$ cat config.mk
export PLATFORM = sky130hd
export DESIGN_NAME = frame_cmd_sched
export DESIGN_NICKNAME = d
export VERILOG_FILES = /design/src/rtl/frame_cmd_sched.sv
export SDC_FILE = /design/constraint.sdc
export NUM_CORES = 1
export LEC_CHECK = 0
export BUFFER_PORTS_ARGS = -buffer_cell sky130_fd_sc_hd__buf_2
export CORE_MARGIN = 2
export CORE_UTILIZATION = 60
export CTS_BUF_LIST = sky130_fd_sc_hd__clkbuf_16
export CTS_CLUSTER_DIAMETER = 40
export DETAILED_ROUTE_END_ITERATION = 6
export GPL_ROUTABILITY_DRIVEN = 0
export GPL_TIMING_DRIVEN = 0
export PLACE_DENSITY = 0.78
export SLEW_MARGIN = 40
export SYNTH_ARGS = -nofsm -noshare
export SYNTH_HDL_FRONTEND = slang
export SYNTH_SLANG_ARGS = --single-unit
$ cat constraint.sdc
create_clock -name clk -period 8.28 [get_ports clk]
set_input_delay 0.828 -clock clk [delete_from_list [all_inputs] [get_ports clk]]
set_output_delay 0.828 -clock clk [all_outputs]
set_load 0.005 [all_outputs]
$ cat src/rtl/frame_cmd_sched.sv
// Sprite command scheduler: queues host command words and broadcasts them in order.
// Ping/pong swap commands are held at the FIFO head until vertical blanking.
//   state   | meaning
//   RUN     | issue or drop one head command per cycle
//   WAIT_VB | swap at head, waiting for vcount to reach blanking
//   HOLD    | swap done this blanking, wait for active video before resuming
module frame_cmd_sched #(
  parameter int         FIFO_DEPTH  = 16,
  parameter logic [9:0] VBLANK_LINE = 10'd480
) (
  input  logic        clk,
  input  logic        reset,
  input  logic        chipselect,
  input  logic        write,
  input  logic [31:0] writedata,
  input  logic [9:0]  hcount,
  input  logic [9:0]  vcount,
  output logic        waitrequest,
  output logic [31:0] cmd_out,
  output logic        frame_pp,
  output logic        swap_pending,
  output logic [7:0]  drop_count
);

  localparam int AW = $clog2(FIFO_DEPTH);
  localparam logic [AW:0]   DEPTH_C = FIFO_DEPTH[AW:0];
  localparam logic [AW:0]   CNT_ONE = 1;
  localparam logic [AW-1:0] PTR_ONE = 1;

  localparam logic [1:0] RUN     = 2'd0;
  localparam logic [1:0] WAIT_VB = 2'd1;
  localparam logic [1:0] HOLD    = 2'd2;

  logic [31:0]   mem_q [FIFO_DEPTH];
  logic [AW-1:0] wr_ptr_q, wr_ptr_d, rd_ptr_q, rd_ptr_d;
  logic [AW:0]   count_q, count_d;
  logic [1:0]    state_q, state_d;
  logic [31:0]   cmd_q, cmd_d;
  logic          frame_pp_q, frame_pp_d;
  logic [7:0]    drop_q, drop_d;

  logic        full, empty, push, pop, issue, drop;
  logic [31:0] head;
  logic [3:0]  head_info;
  logic        unused_hcount;

  assign unused_hcount = ^hcount;

  assign full      = (count_q == DEPTH_C);
  assign empty     = (count_q == '0);
  assign head      = mem_q[rd_ptr_q];
  assign head_info = head[20:17];
  // A write coinciding with reset must not land in the FIFO.
  assign push      = chipselect & write & ~full & ~reset;

  always_comb begin
    state_d    = state_q;
    frame_pp_d = frame_pp_q;
    pop        = 1'b0;
    issue      = 1'b0;
    drop       = 1'b0;
    case (state_q)
      RUN: begin
        if (!empty) begin
          if (head_info == 4'b1111) begin
            state_d = WAIT_VB;
          end else if (head_info == 4'b0001 && head[13] == frame_pp_q) begin
            pop  = 1'b1;
            drop = 1'b1;
          end else begin
            pop   = 1'b1;
            issue = 1'b1;
          end
        end
      end
      WAIT_VB: begin
        if (vcount >= VBLANK_LINE) begin
          pop        = 1'b1;
          issue      = 1'b1;
          frame_pp_d = head[13];
          state_d    = HOLD;
        end
      end
      HOLD: begin
        if (vcount < VBLANK_LINE) state_d = RUN;
      end
      default: state_d = RUN;
    endcase
  end

  always_comb begin
    cmd_d    = issue ? head : 32'h0;
    wr_ptr_d = push ? wr_ptr_q + PTR_ONE : wr_ptr_q;
    rd_ptr_d = pop  ? rd_ptr_q + PTR_ONE : rd_ptr_q;
    count_d  = count_q;
    if (push && !pop)      count_d = count_q + CNT_ONE;
    else if (pop && !push) count_d = count_q - CNT_ONE;
    drop_d = (drop && drop_q != 8'hFF) ? drop_q + 8'd1 : drop_q;
  end

  always_ff @(posedge clk) begin
    if (push) mem_q[wr_ptr_q] <= writedata;
  end

  always_ff @(posedge clk) begin
    if (reset) begin
      wr_ptr_q   <= '0;
      rd_ptr_q   <= '0;
      count_q    <= '0;
      state_q    <= RUN;
      cmd_q      <= 32'h0;
      frame_pp_q <= 1'b0;
      drop_q     <= 8'h0;
    end else begin
      wr_ptr_q   <= wr_ptr_d;
      rd_ptr_q   <= rd_ptr_d;
      count_q    <= count_d;
      state_q    <= state_d;
      cmd_q      <= cmd_d;
      frame_pp_q <= frame_pp_d;
      drop_q     <= drop_d;
    end
  end

  assign waitrequest  = full;
  assign cmd_out      = cmd_q;
  assign frame_pp     = frame_pp_q;
  assign swap_pending = (state_q == WAIT_VB);
  assign drop_count   = drop_q;

endmodule
==> out/results.md <==
| Stage | Quantity | Reported |
| --- | --- | --- |
| run status | Result of the run | finished clean |
| clocking | CTS sink cnt | 572 |
| yosys | Gate Count Post-Synth | 991 |
| grt | Global-route wire length before repair | 75500 microns |
| placed design | Detailed placement HPWL | 30700 microns |
| worst setup path | Slack of the worst reg-to-reg path | 4.08 ns |
| finish | Layout Area Growth over Synthesis | 18.4% |
| yosys | Number of enable flip-flop cells after synthesis | 512 |
| clocking | Clock-pin slew on the worst setup and hold paths | 0.06 ns |
| sta | Number of max-slew violations in the final report | 0 |
| sta | Fmax | 238 MHz |
| sta | RSZ-0062 raised after global routing | false |
| run | Count of max-cap constraint violations | 0 |
| power | Worst voltage drop across the vdd grid | 0.226 mV |
| yosys | Cell taking the most area after synthesis | sky130_fd_sc_hd__edfxtp_1 |
| sta | Fin crit share | 50.7% |
| yosys | Number of warning messages in the yosys log | 0 |
| worst setup path | Element type at the critical path end | register |
| clocking | Clock Path Buffers | 3 |
| yosys | Largest cells by area after synthesis | sky130_fd_sc_hd__edfxtp_1 71%, sky130_fd_sc_hd__mux4_2 16%, sky130_fd_sc_hd__dfxtp_1 5.5% |
| die | Die Footprint | 37600 sq um |
| worst setup path | Biggest fanout along the worst timing path | 10 |
| die | Placeable core area | 35600 sq um |
| clocking | CTS tree | built |
| yosys | Ys flop type | sky130_fd_sc_hd__edfxtp_1 |
| die | Chip width | 194 microns |
| worst setup path | Path type of the worst setup path | register to register |
| worst setup path | Setup crit start kind | register |
| yosys | Cell with the most instances after synthesis | sky130_fd_sc_hd__edfxtp_1 |
| worst setup path | FF-to-FF path depth | 16 |
| die | Number of top-level design ports | 99 |
| yosys | Mean post-synth cell area | 21.9 sq um |
| die | Initial standard-cell utilization of the core | 60.9% |
| yosys | Number of synthesized register bits | 572 |
| yosys | Fraction of registers with async set/reset | 0% |
| finish | FILL cells | 2012 |
| detailed routing | Iteration-0 DRC Markers | 1060 |
| clocking | Count of H-tree levels built during CTS | 2 |
| yosys | Proportion of netlist area held by the largest area contributor | 71.0% |
| finish | Final Non-Filler Cells | 1704 |
| clocking | Hold-fix buffer count after cts | 0 |
| detailed routing | Remaining number of nets flagged by the antenna check after routing | 0 |
| sta | Worst-margin pin slew | 0.934 ns |
| die | Die H | 194 microns |
| sta | Worst hold margin | 0.504 ns |
| detailed routing | Total detailed-routing wirelength | 51200 microns |
| grt | Total Routing Usage GR | 27.9% |
| clocking | Setup repair bufs after CTS | 0 |
| finish | Diode count | 0 |
| detailed routing | Per-cell via count in the routed design | 6.56 |
| placed design | Count of port buffers added during placement | 82 |
| finish | Share of cells above drive strength 1 | 34.6% |
| sta | Relative max-transition margin | 37.7% |
| grt | Antenna violations before repair | 1 |
| min path | Type of the tightest min-delay check | register to register |
| finish | Nets@finish | 1258 |
| detailed routing | Total vias in the final route | 11200 |
| detailed routing | WL/cell | 30.1 microns |
| grt | Maximum number of pins on one net before global-route repair | 17 |
| sta | Fin Setup TNS | 0 ns |
| sta | Hold Violations, Final | 0 |
| power | Cell Pwr Density | 299 nW/um^2 |
| yosys | Portion of the post-synthesis area used by sequential elements | 76.5% |
| min path | Hold wc startpoint | drop_count[1] |
| finish | Cell area after layout | 25600 sq um |
| placed design | Cell Area, Placed | 23600 sq um |
| clocking | Clock root buffer | sky130_fd_sc_hd__clkbuf_16 |
| yosys | List of most frequent post-synthesis cells | 512 x sky130_fd_sc_hd__edfxtp_1, 153 x sky130_fd_sc_hd__mux4_2, 60 x sky130_fd_sc_hd__dfxtp_1, 34 x sky130_fd_sc_hd__clkbuf_1, 34 x sky130_fd_sc_hd__o21a_1 |
| detailed routing | Initial DRT Pass Iterations | 5 |
| min path | Worst hold path stage count | 2 |
| worst setup path | Worst R2R End | count_q[4] |
| placed design | Placed Cells incl. Taps | 1588 |
| worst setup path | Arrival time reported for the critical path endpoint | 4.68 ns |
| yosys | Distinct cells, synth | 45 |
| die | Site row count | 69 |
| worst setup path | Critical path required time | 8.76 ns |
| power | LEAKAGE | 8.43 nW |
| detailed routing | Number of remaining DRC errors | 0 |
| min path | Endpoint, Worst Hold | drop_count[1] |
| yosys | Post-Synthesis Cell Area | 21700 sq um |
| sta | Worst-case clock skew | 0.0307 ns |
| clocking | Clock buffers created by TritonCTS | 60 |
| grt | Via count of the first global-routing pass | 11700 |
| clocking | Worst skew pair latency | 0.63 ns |
| grt | Global route total overflow | 0 |
| sta | Time the final worst path needs with I/O delays and setup | 4.20 ns |
| yosys | Post-synthesis net count | 1058 |
| sta | Number of setup violations in the final report | 0 |
| clocking | Number of cells upsized or downsized after cts | 0 |
## flip-flops by register name, summed over array words and instances, names as in the netlist, named ones only
name        count
cmd_out        32
rd_ptr_q        4
frame_pp        1
count_q         5
drop_count      8
mem_q         512
wr_ptr_q        4
state_q         2
## worst max-delay path, stage by stage (launching register included)
cell                      delay [ns]
sky130_fd_sc_hd__dfxtp_1        0.34
sky130_fd_sc_hd__buf_2          0.29
sky130_fd_sc_hd__buf_2          0.48
sky130_fd_sc_hd__mux4_2         0.41
sky130_fd_sc_hd__nand2_1        0.09
sky130_fd_sc_hd__nand3_1        0.15
sky130_fd_sc_hd__a41oi_1        0.53
sky130_fd_sc_hd__nor2_1         0.12
sky130_fd_sc_hd__ha_1           0.26
sky130_fd_sc_hd__inv_1          0.12
sky130_fd_sc_hd__ha_1           0.26
sky130_fd_sc_hd__nor2b_1        0.16
sky130_fd_sc_hd__o21a_1         0.17
sky130_fd_sc_hd__or3_1          0.30
sky130_fd_sc_hd__a21oi_1        0.18
sky130_fd_sc_hd__xnor2_1        0.13
sky130_fd_sc_hd__nor2_1         0.05
## layer usage
metal,global-route usage [%],up-vias,share of wire (%)
li1,-,4558,-
met1,36.5,5797,37
met4,9.85,2,3.5
met5,0,-,0.021
met3,7.03,131,9.4
met2,46.2,693,50
## layout make-up
class / instances / area (sq um) / share of cell area (%)
Buffer: 54 / 245 / 0.956
Multi-Input combinational cell: 357 / 4950 / 19.3
Clock buffer: 61 / 1530 / 5.95
Tap cell: 461 / 577 / 2.25
Clock inverter: 53 / 536 / 2.09
Sequential cell: 572 / 16600 / 64.6
Timing Repair Buffer: 138 / 1200 / 4.69
Inverter: 8 / 30.0 / 0.117
## worst max path at each step
| stage | from | to | slack, ns | cells after the start |
|---|---|---|---|---|
| final | register | count_q[4] | 4.08 | 16 |
| after global routing | register | count_q[4] | 3.81 | 16 |
| after CTS | register | count_q[4] | 4.05 | 15 |
| after detailed placement | register | count_q[4] | 4.11 | 16 |
| after global placement | reset | mem_q[0][6] | 0.76 | 4 |
| after floorplan | reset | mem_q[3][0] | 3.70 | 4 |
## power breakdown
| group | internal (W) | switching [W] |
|---|---|---|
| logic | 0.000769 | 0.000838 |
| registers | 0.00325 | 0.0000468 |
| clock network | 0.00161 | 0.00115 |
## cell usage in the layout (no fill, tap or decap), types with 15 or more instances in the layout
master / count
sky130_fd_sc_hd__buf_2: 104
sky130_fd_sc_hd__clkbuf_16: 61
sky130_fd_sc_hd__mux4_2: 153
sky130_fd_sc_hd__edfxtp_1: 512
sky130_fd_sc_hd__inv_1: 17
sky130_fd_sc_hd__dfxtp_1: 60
sky130_fd_sc_hd__o21a_1: 34
sky130_fd_sc_hd__nor2_1: 18
sky130_fd_sc_hd__buf_4: 21
sky130_fd_sc_hd__nand3_1: 15
sky130_fd_sc_hd__clkbuf_1: 26
sky130_fd_sc_hd__buf_16: 16
## cells by family (layout without fill, tap and decap cells)
family	count (synthesis)	after routing	share of synthesized area (%)
compound gates	68	68	2.27
xor+xnor	8	8	0.323
fa+ha+maj	11	11	0.670
buf+inv	62	314	1.17
flops	572	572	76.5
mux	159	159	16.4
simple gates	111	111	2.62
## stage by stage
stage	setup WS [ns]	power, W	utilization, %
3_5_place_dp	4.11	0.00493	66.2
3_3_place_gp	0.764	0.00488	63.7
4_1_cts	4.05	0.00769	72.0
2_1_floorplan	3.70	0.00444	-
5_1_grt	3.81	0.00790	72.1
6_report	4.08	0.00766	72.1
(Power assumes the default switching activity.)
